==> src/rtl/mul_add.sv <==
// mul_add: sequential shift-add multiply-accumulate, prod = mcand*mplr + addend.
// Companion of the restoring divider: driving mcand=divisor, mplr=quotient and
// addend=remainder reproduces the dividend. One multiply iteration per clock.
// Optional build macro: MUL_ADD_RMD_CHECK_EN adds the rmd_err output, which flags
// an invalid remainder (addend >= mcand) captured with the operands.
module mul_add #(
    parameter int w  = 4,   // operand width, w >= 2
    parameter int c1 = 3    // iteration-counter width, must hold the value w
) (
    input  logic             clk,
    input  logic             rst,
    input  logic             start,
    input  logic [w-1:0]     mcand,
    input  logic [w-1:0]     mplr,
    input  logic [w-1:0]     addend,
    output logic             ready,
    output logic             done,
    output logic [2*w-1:0]   prod
`ifdef MUL_ADD_RMD_CHECK_EN
    ,
    output logic             rmd_err
`endif
);

    typedef enum logic [1:0] {
        IDLE = 2'd0,
        MUL  = 2'd1,
        ADD  = 2'd2,
        FIN  = 2'd3
    } state_t;

    state_t               state_q, state_d;
    logic [2*w-1:0]       acc_q, acc_d;    // {hi, lo}; lo starts as the multiplier
    logic [c1-1:0]        n_q, n_d;        // iterations still to run
    logic [w-1:0]         mc_q, mc_d;      // captured multiplicand
    logic [w-1:0]         ad_q, ad_d;      // captured addend
`ifdef MUL_ADD_RMD_CHECK_EN
    logic                 rmd_q, rmd_d;
`endif

    // One shift-add step: conditionally add the multiplicand into the high half
    // (carry kept in the extra bit), then shift the whole {carry,hi,lo} right by one.
    function automatic logic [2*w-1:0] mul_step(input logic [2*w-1:0] acc,
                                                input logic [w-1:0]   mc);
        logic [w:0] s;
        if (acc[0]) begin
            s = {1'b0, acc[2*w-1:w]} + {1'b0, mc};
        end else begin
            s = {1'b0, acc[2*w-1:w]};
        end
        return {s, acc[w-1:1]};
    endfunction

    // Final accumulate of the zero-extended addend; cannot overflow 2w bits
    // because (2^w-1)^2 + (2^w-1) < 2^(2w).
    function automatic logic [2*w-1:0] add_tail(input logic [2*w-1:0] acc,
                                                input logic [w-1:0]   ad);
        return acc + {{w{1'b0}}, ad};
    endfunction

    // Next-state and datapath update; every register holds by default.
    always_comb begin
        state_d = state_q;
        acc_d   = acc_q;
        n_d     = n_q;
        mc_d    = mc_q;
        ad_d    = ad_q;
`ifdef MUL_ADD_RMD_CHECK_EN
        rmd_d   = rmd_q;
`endif
        case (state_q)
            IDLE: begin
                if (start) begin
                    acc_d   = {{w{1'b0}}, mplr};
                    mc_d    = mcand;
                    ad_d    = addend;
                    n_d     = c1'(w);
`ifdef MUL_ADD_RMD_CHECK_EN
                    rmd_d   = (addend >= mcand);
`endif
                    state_d = MUL;
                end
            end
            MUL: begin
                acc_d = mul_step(acc_q, mc_q);
                n_d   = n_q - c1'(1);
                if (n_q == c1'(1)) begin
                    state_d = ADD;
                end
            end
            ADD: begin
                acc_d   = add_tail(acc_q, ad_q);
                state_d = FIN;
            end
            FIN: begin
                state_d = IDLE;
            end
            default: begin
                state_d = IDLE;
            end
        endcase
    end

    // Control state and accumulator; reset aborts any operation immediately.
    always_ff @(posedge clk or posedge rst) begin
        if (rst) begin
            state_q <= IDLE;
            acc_q   <= '0;
            n_q     <= '0;
        end else begin
            state_q <= state_d;
            acc_q   <= acc_d;
            n_q     <= n_d;
        end
    end

    // Captured operands; only read after a fresh capture, so no reset needed.
    always_ff @(posedge clk) begin
        mc_q <= mc_d;
        ad_q <= ad_d;
    end

`ifdef MUL_ADD_RMD_CHECK_EN
    // Invalid-remainder flag, held until the next accepted start.
    always_ff @(posedge clk or posedge rst) begin
        if (rst) begin
            rmd_q <= 1'b0;
        end else begin
            rmd_q <= rmd_d;
        end
    end

    assign rmd_err = rmd_q;
`endif

    assign ready = (state_q == IDLE);
    assign done  = (state_q == FIN);
    assign prod  = acc_q;

endmodule

==> config.mk <==
export PLATFORM = sky130hd
export DESIGN_NAME = mul_add
export DESIGN_NICKNAME = d
export VERILOG_FILES = /design/src/rtl/mul_add.sv
export SDC_FILE = /design/constraint.sdc
export NUM_CORES = 1
export LEC_CHECK = 0
export CORE_MARGIN = 3
export CORE_UTILIZATION = 52
export CTS_CLUSTER_DIAMETER = 30
export DETAILED_ROUTE_END_ITERATION = 10
export HOLD_SLACK_MARGIN = 0.03
export MAX_ROUTING_LAYER = met4
export PLACE_DENSITY = 0.78
export SYNTH_ARGS = -nofsm -noshare
export SYNTH_HDL_FRONTEND = slang
export SYNTH_SLANG_ARGS = --single-unit
==> constraint.sdc <==
create_clock -name clk -period 3 [get_ports clk]
set_clock_uncertainty 0.2 [all_clocks]
set_input_delay 0.6 -clock clk [delete_from_list [all_inputs] [get_ports clk]]
set_output_delay 0.6 -clock clk [all_outputs]
set_load 0.01 [all_outputs]
==> results.md, run 1 <==
- Hold Path Stages: 2
- HP Start: n_q[1]
- Primary FF master, synth: dfrtp_1
- Peak VDD IR: 732 uV
- Gpl congestion: 0.829
- Register area share after synthesis: 40.0%
- GRT Util Overall: ~21%
- CTS resizes: 0
- Initial DRC Count: 46
- # fillers: 202
- Io pins: 25
- GRT overflow: 0
- Final Cycle Share: approximately 84%
- Worst min-delay path class: reg2reg
- Drt drc: 0
- Fin Hold WS: 298 ps
- Final setup fails: 0
- Crit path buf inv count: 2
- Hold Crit Endpoint: n_q[1]
- #FFs+latches synth: 21
- TritonCTS Buffers: 3
- Initial antenna violation count: 0
- Vias: 1156
- PwrDens: 971 mW/mm^2
- Crit-path max FO: 6
- Commonest non-fill, non-tap cell in the layout: clkdlybuf4s50_1
- Final #Nets: 200
- Vias in the first global route: ~1100
- Avg Cell Area, Syn: 9.81 sq um
- PortBufs: 24
- Critical Path RT: between 2000 and 2500 ps
- Period minus WS final: about 2500 ps
- Top cells by area, synth: dfrtp_1 23%, edfxtp_1 17%, ha_1 13%, o21ai_0 5.7%, nand2_1 4.3%
- Largest net degree at the start of global routing: 16
- Highest clock rate: 397 MHz
- Post-synth top area share: 23.0%
- Final-report max-slew violation count: 0
- CP max-delay cell: clkdlybuf4s50_1
- Initial Util: 56.0%
- Startpoint Class: register
- Area leader, netlist: dfrtp_1
- Antenna-violating nets left: 0
- Core Area: 0.00252 sq mm
- Max H-tree Level: 1
- Die Height: 58.1 microns
- Post-synth net total: 176
- R2R Path End: prod[5]
- Post-synth EDFFs: 8
- Placed Area: around 0.0017 sq mm
- Total negative setup slack: 0 ps
- Synth unique cells: 40
- Final core occ: about two thirds
- Worst-Margin Slew: 552 ps
- Crit path largest cell delay: 570 ps
- Setup bufs post-CTS: 0
- Clk sink count: 21
- Final Hold Fails: 0
- Global-route wire length before repair: about 5100 microns
- FF-to-FF Start: prod[4]
- Area delta synth->final: 19.9%
- CTS clk-pin slew, worst paths: 130 ps
- RSZ-0062 raised after global routing: no
- Vias/cell: 5.87
- Total wire length: 3190 microns
- Die W: 58.1 microns
- Cell Rows: 18
- Status: finished clean
- Rel. slew slack: 63.1%
- 1st-pass router iterations: 4
- Static leakage: 0.742 nW
- Critical path, cell by cell: inv_1 -> ha_1 -> clkdlybuf4s50_1
- Clk root buf: clkbuf_4
- Die area: approximately 0.0034 sq mm
- Crit path DAT: between 1500 and 2000 ps
- CP Class: reg2out
- Crit end category: output pin
- Final Cell Area: 0.00169 sq mm
- Post-DP HPWL: 2390 microns
- Skew-Pair Late Insertion Delay: 310 ps
- Maxcap violations: 0
- Share of layout cells above drive strength 1: 4.79%
- Synth warnings: 0
- Mapped cell area: 0.00141 sq mm
- Cell family with most CP delay: buffers and inverters
- CTS tree: yes
- Reg2Reg Depth: 7
- R2R setup slack: approximately 660 ps
- Post-synth ARST share: between 60% and 70%
- Inserted Diodes: 0
- Critical Path Source: state_q[0]
- Cells after Synth: roughly 140
- Commonest non-fill, non-tap cells in the layout: 24 x clkdlybuf4s50_1, 16 x nand2_1, 16 x o21ai_0
- DR WL/cell: 16.2 microns
- Hold buffer count at cts: 0
- Maximum root-to-sink buffer count: 2
## through the flow
| stage | setup slack (ps) | total power [mW] | instances |
|---|---|---|---|
| after floorplan | 769 | 1.19 | 144 |
| after global placement | 678 | 1.46 | 193 |
| after detailed placement | 696 | 1.50 | 193 |
| after CTS | 477 | 1.65 | 197 |
| after global routing | 424 | 1.77 | 197 |
| final | 479 | 1.65 | 197 |
## area by class of cell
class	count	area, sq um	area share (%)
clock buffers	4	26.3	1.55
well taps	30	37.5	2.22
multi-input cells	108	787	46.5
flip-flops and latches	21	566	33.4
inverters	10	37.5	2.22
repair buffers	24	240	14.2
## cells by family (layout without fill, tap and decap cells)
group / Yosys count / in the layout / synth area share (%)
and+or+nand+nor: 46 / 46 / 16.8
AOI/OAI and AO/OA: 39 / 39 / 18.2
DFF: 21 / 21 / 40.0
adders and majority gates: 17 / 17 / 16.1
buffers and inverters: 15 / 38 / 4.25
muxes: 4 / 4 / 3.37
xor gates and xnor gates: 2 / 2 / 1.24
## cells in the mapped netlist (4+ instances only)
library cell	count
nand2_1	16
o21ai_0	16
ha_1	15
dfrtp_1	13
inv_1	10
edfxtp_1	8
nand3_1	6
a21oi_1	5
nor2_1	4
## worst max-delay path by stage
stage | endpoint | slack [ps] | cells after the start
after floorplan | prod[5] | 770 | 7
after global placement | prod[5] | 680 | 7
after detailed placement | prod[5] | 700 | 7
after CTS | ready | 480 | 3
after global routing | ready | 420 | 3
final | ready | 480 | 3
## layer usage
metal | part of all wire (%) | routed length (microns) | track usage (%)
met1 | 45 | 1420 | 25.7
met2 | 49 | 1560 | 33.7
met3 | 4.6 | 146 | 2.90
met4 | 2.0 | 64 | 8.28
met5 | 0 | 0 | -
## power by group
group	switching (mW)	internal, mW	total, mW
clock	0.0924	0.0519	0.144
sequential	0.121	0.401	0.522
combinational	0.538	0.441	0.979
## sequential cells by signal, indices dropped and copies added, names as in the netlist
| register | cells |
|---|---|
| prod | 8 |
| ad_q | 4 |
| mc_q | 4 |
| n_q | 3 |
| state_q | 2 |
## worst register-to-register path, cell delays in order, from the launching register on
cell and delay (ps):
dfrtp_1 540, ha_1 210, inv_1 50, fa_1 390
xnor2_1 140, mux2_4 250, a32o_1 210, a32o_1 250
Power figures use the tool's default switching activity.
==> inputs of run 2 (changes only) <==
Settings changed: CORE_UTILIZATION 52 to 47, PLACE_DENSITY 0.78 to 0.74.
Clock period 3 ns to 2.2 ns, I/O delays scaled along.
==> results.md, run 2 (same netlist as run 1, synthesis figures left out) <==
- Status: finished clean
- CTS tree: yes
- Commonest non-fill, non-tap cells in the layout: 22 x clkdlybuf4s50_1, 16 x nand2_1, 15 x o21ai_0
- TritonCTS Buffers: 3
- Maxcap violations: 0
- GRT overflow: 0
- Sequential power share: 26.9%
- Crit path DAT: ~2100 ps
- Core Area: between 0.002 and 0.003 sq mm
- Final std cells w/o fill: between 200 and 250
- Die W: 60.8 microns
- Highest clock rate: 478 MHz
- Share of layout cells above drive strength 1: 12.9%
- Initial DRC Count: 44
- Final setup fails: 0
- Skew-Pair Late Insertion Delay: about 310 ps
- PortBufs: 24
- Clk sink count: 21
- Placed Area: 0.00172 sq mm
- Peak VDD IR: 808 uV
- Period minus WS final: 2090 ps
- CP Class: reg2reg
- Switching part of the total: 44.1%
- Rel. slew slack: 64.7%
- RSZ-0062 raised after global routing: no
- Maximum root-to-sink buffer count: 2
- Die Height: around 61 microns
- Die area: 0.00370 sq mm
- Hold buffer count at cts: 0
- Initial antenna violation count: 0
- # fillers: 258
- Gpl congestion: roughly 0.97
- Vias: 1202
- Worst min-delay path class: in2async
- Largest net degree at the start of global routing: 14
- 1st-pass router iterations: 4
- Inserted Diodes: 0
- Final Cycle Share: 95.1%
- Crit end category: register
- Total negative setup slack: 0 ps
- Area delta synth->final: 26.3%
- Vias in the first global route: between 1000 and 1500
- Pint: 1.35 mW
- Total wire length: 3350 microns
- Global-route wire length before repair: 5340 microns
- Drt drc: 0
- Power share of the clock group: under 10%
- Clk root buf: clkbuf_4
- Io pins: 25
- Worst-Margin Slew: approximately 530 ps
- Commonest non-fill, non-tap cell in the layout: clkdlybuf4s50_1
- Antenna-violating nets left: 0
- Switching power: 1.06 mW
- DR WL/cell: 16.0 microns
- Vias/cell: 5.75
- PwrDens: 1350 mW/mm^2
- Final #Nets: approximately 210
- Critical Path RT: 2210 ps
- Final Cell Area: approximately 0.0018 sq mm
- Comb power frac: 65.0%
- Max H-tree Level: 1
- R2R setup slack: around 110 ps
- Initial Util: 50.4%
- Static leakage: about 0.80 nW
- Cell Rows: 19
- Final-report max-slew violation count: 0
- Max FFs per register: 8
- Final Hold Fails: 0
- Post-DP HPWL: 2550 microns
- GRT Util Overall: 20.5%
- Startpoint Class: register
- Placed cells: 201
- Crit-path max FO: 2
- CTS clk-pin slew, worst paths: 120 ps
## run 2: metal layers
metal | GRT usage [%] | wire [microns] | vias to the layer above
li1 | - | - | 589
met1 | 25.0 | 1410 | 582
met2 | 34.7 | 1800 | 26
met3 | 1.91 | 108 | 5
met4 | 8.05 | 34 | 0
met5 | - | 0 | -
## run 2: timing repair
| item | 4_1_cts | 5_1_grt |
|---|---|---|
| pin swaps | 0 | 0 |
| endpoints found under the setup margin | 1 | 2 |
| setup buffers | 4 | 0 |
| gates cloned | 0 | 0 |
| gates resized for setup | 3 | 3 |
## run 2: path summary, 6_finish.rpt
path	cells after the start	startpoint	end
max	7	prod[4]	prod[5]
min	2	rst	n_q[2]
max reg2reg	7	prod[4]	prod[5]
min reg2reg	1	n_q[0]	n_q[0]
max in group asynchronous	2	rst	prod[4]
min in group clk	1	n_q[0]	n_q[0]
## run 2: through the flow
stage / hold WS, ps / util (%) / setup slack [ps] / power [mW]
finish: 252 / 63.6 / 108 / 2.41
global route: 280 / 63.6 / 18.0 / 2.64
CTS: 270 / 63.4 / 18.8 / 2.40
floorplan: 117 / - / 44.3 / 1.62
detailed placement: 327 / 61.4 / 53.7 / 2.15
global placement: 268 / 61.4 / 80.1 / 2.09
## run 2: power groups by stage
stage               Sequential (mW)  Clock (mW)  Combinational (mW)
finish                        0.648       0.194                1.57
global route                  0.667       0.217                1.75
CTS                           0.646       0.199                1.55
detailed placement            0.666           0                1.48
global placement              0.659           0                1.43
floorplan                     0.694           0               0.926
## run 2: area by class of cell
cell class	instances	area (sq um)	area share, %
Clock buffer	4	26.3	1.47
Inverter	10	37.5	2.10
Multi-Input combinational cell	108	795	44.5
Sequential cell	21	567	31.8
Tap cell	31	38.8	2.17
Timing Repair Buffer	35	320	18.0
## run 2: critical path, stage by stage, from the launching register on
cell and delay (ps):
dfrtp_2 380, ha_1 160, inv_1 50, fa_2 350, xnor2_1 150, mux2_4 260
a32o_1 200, a32o_1 250
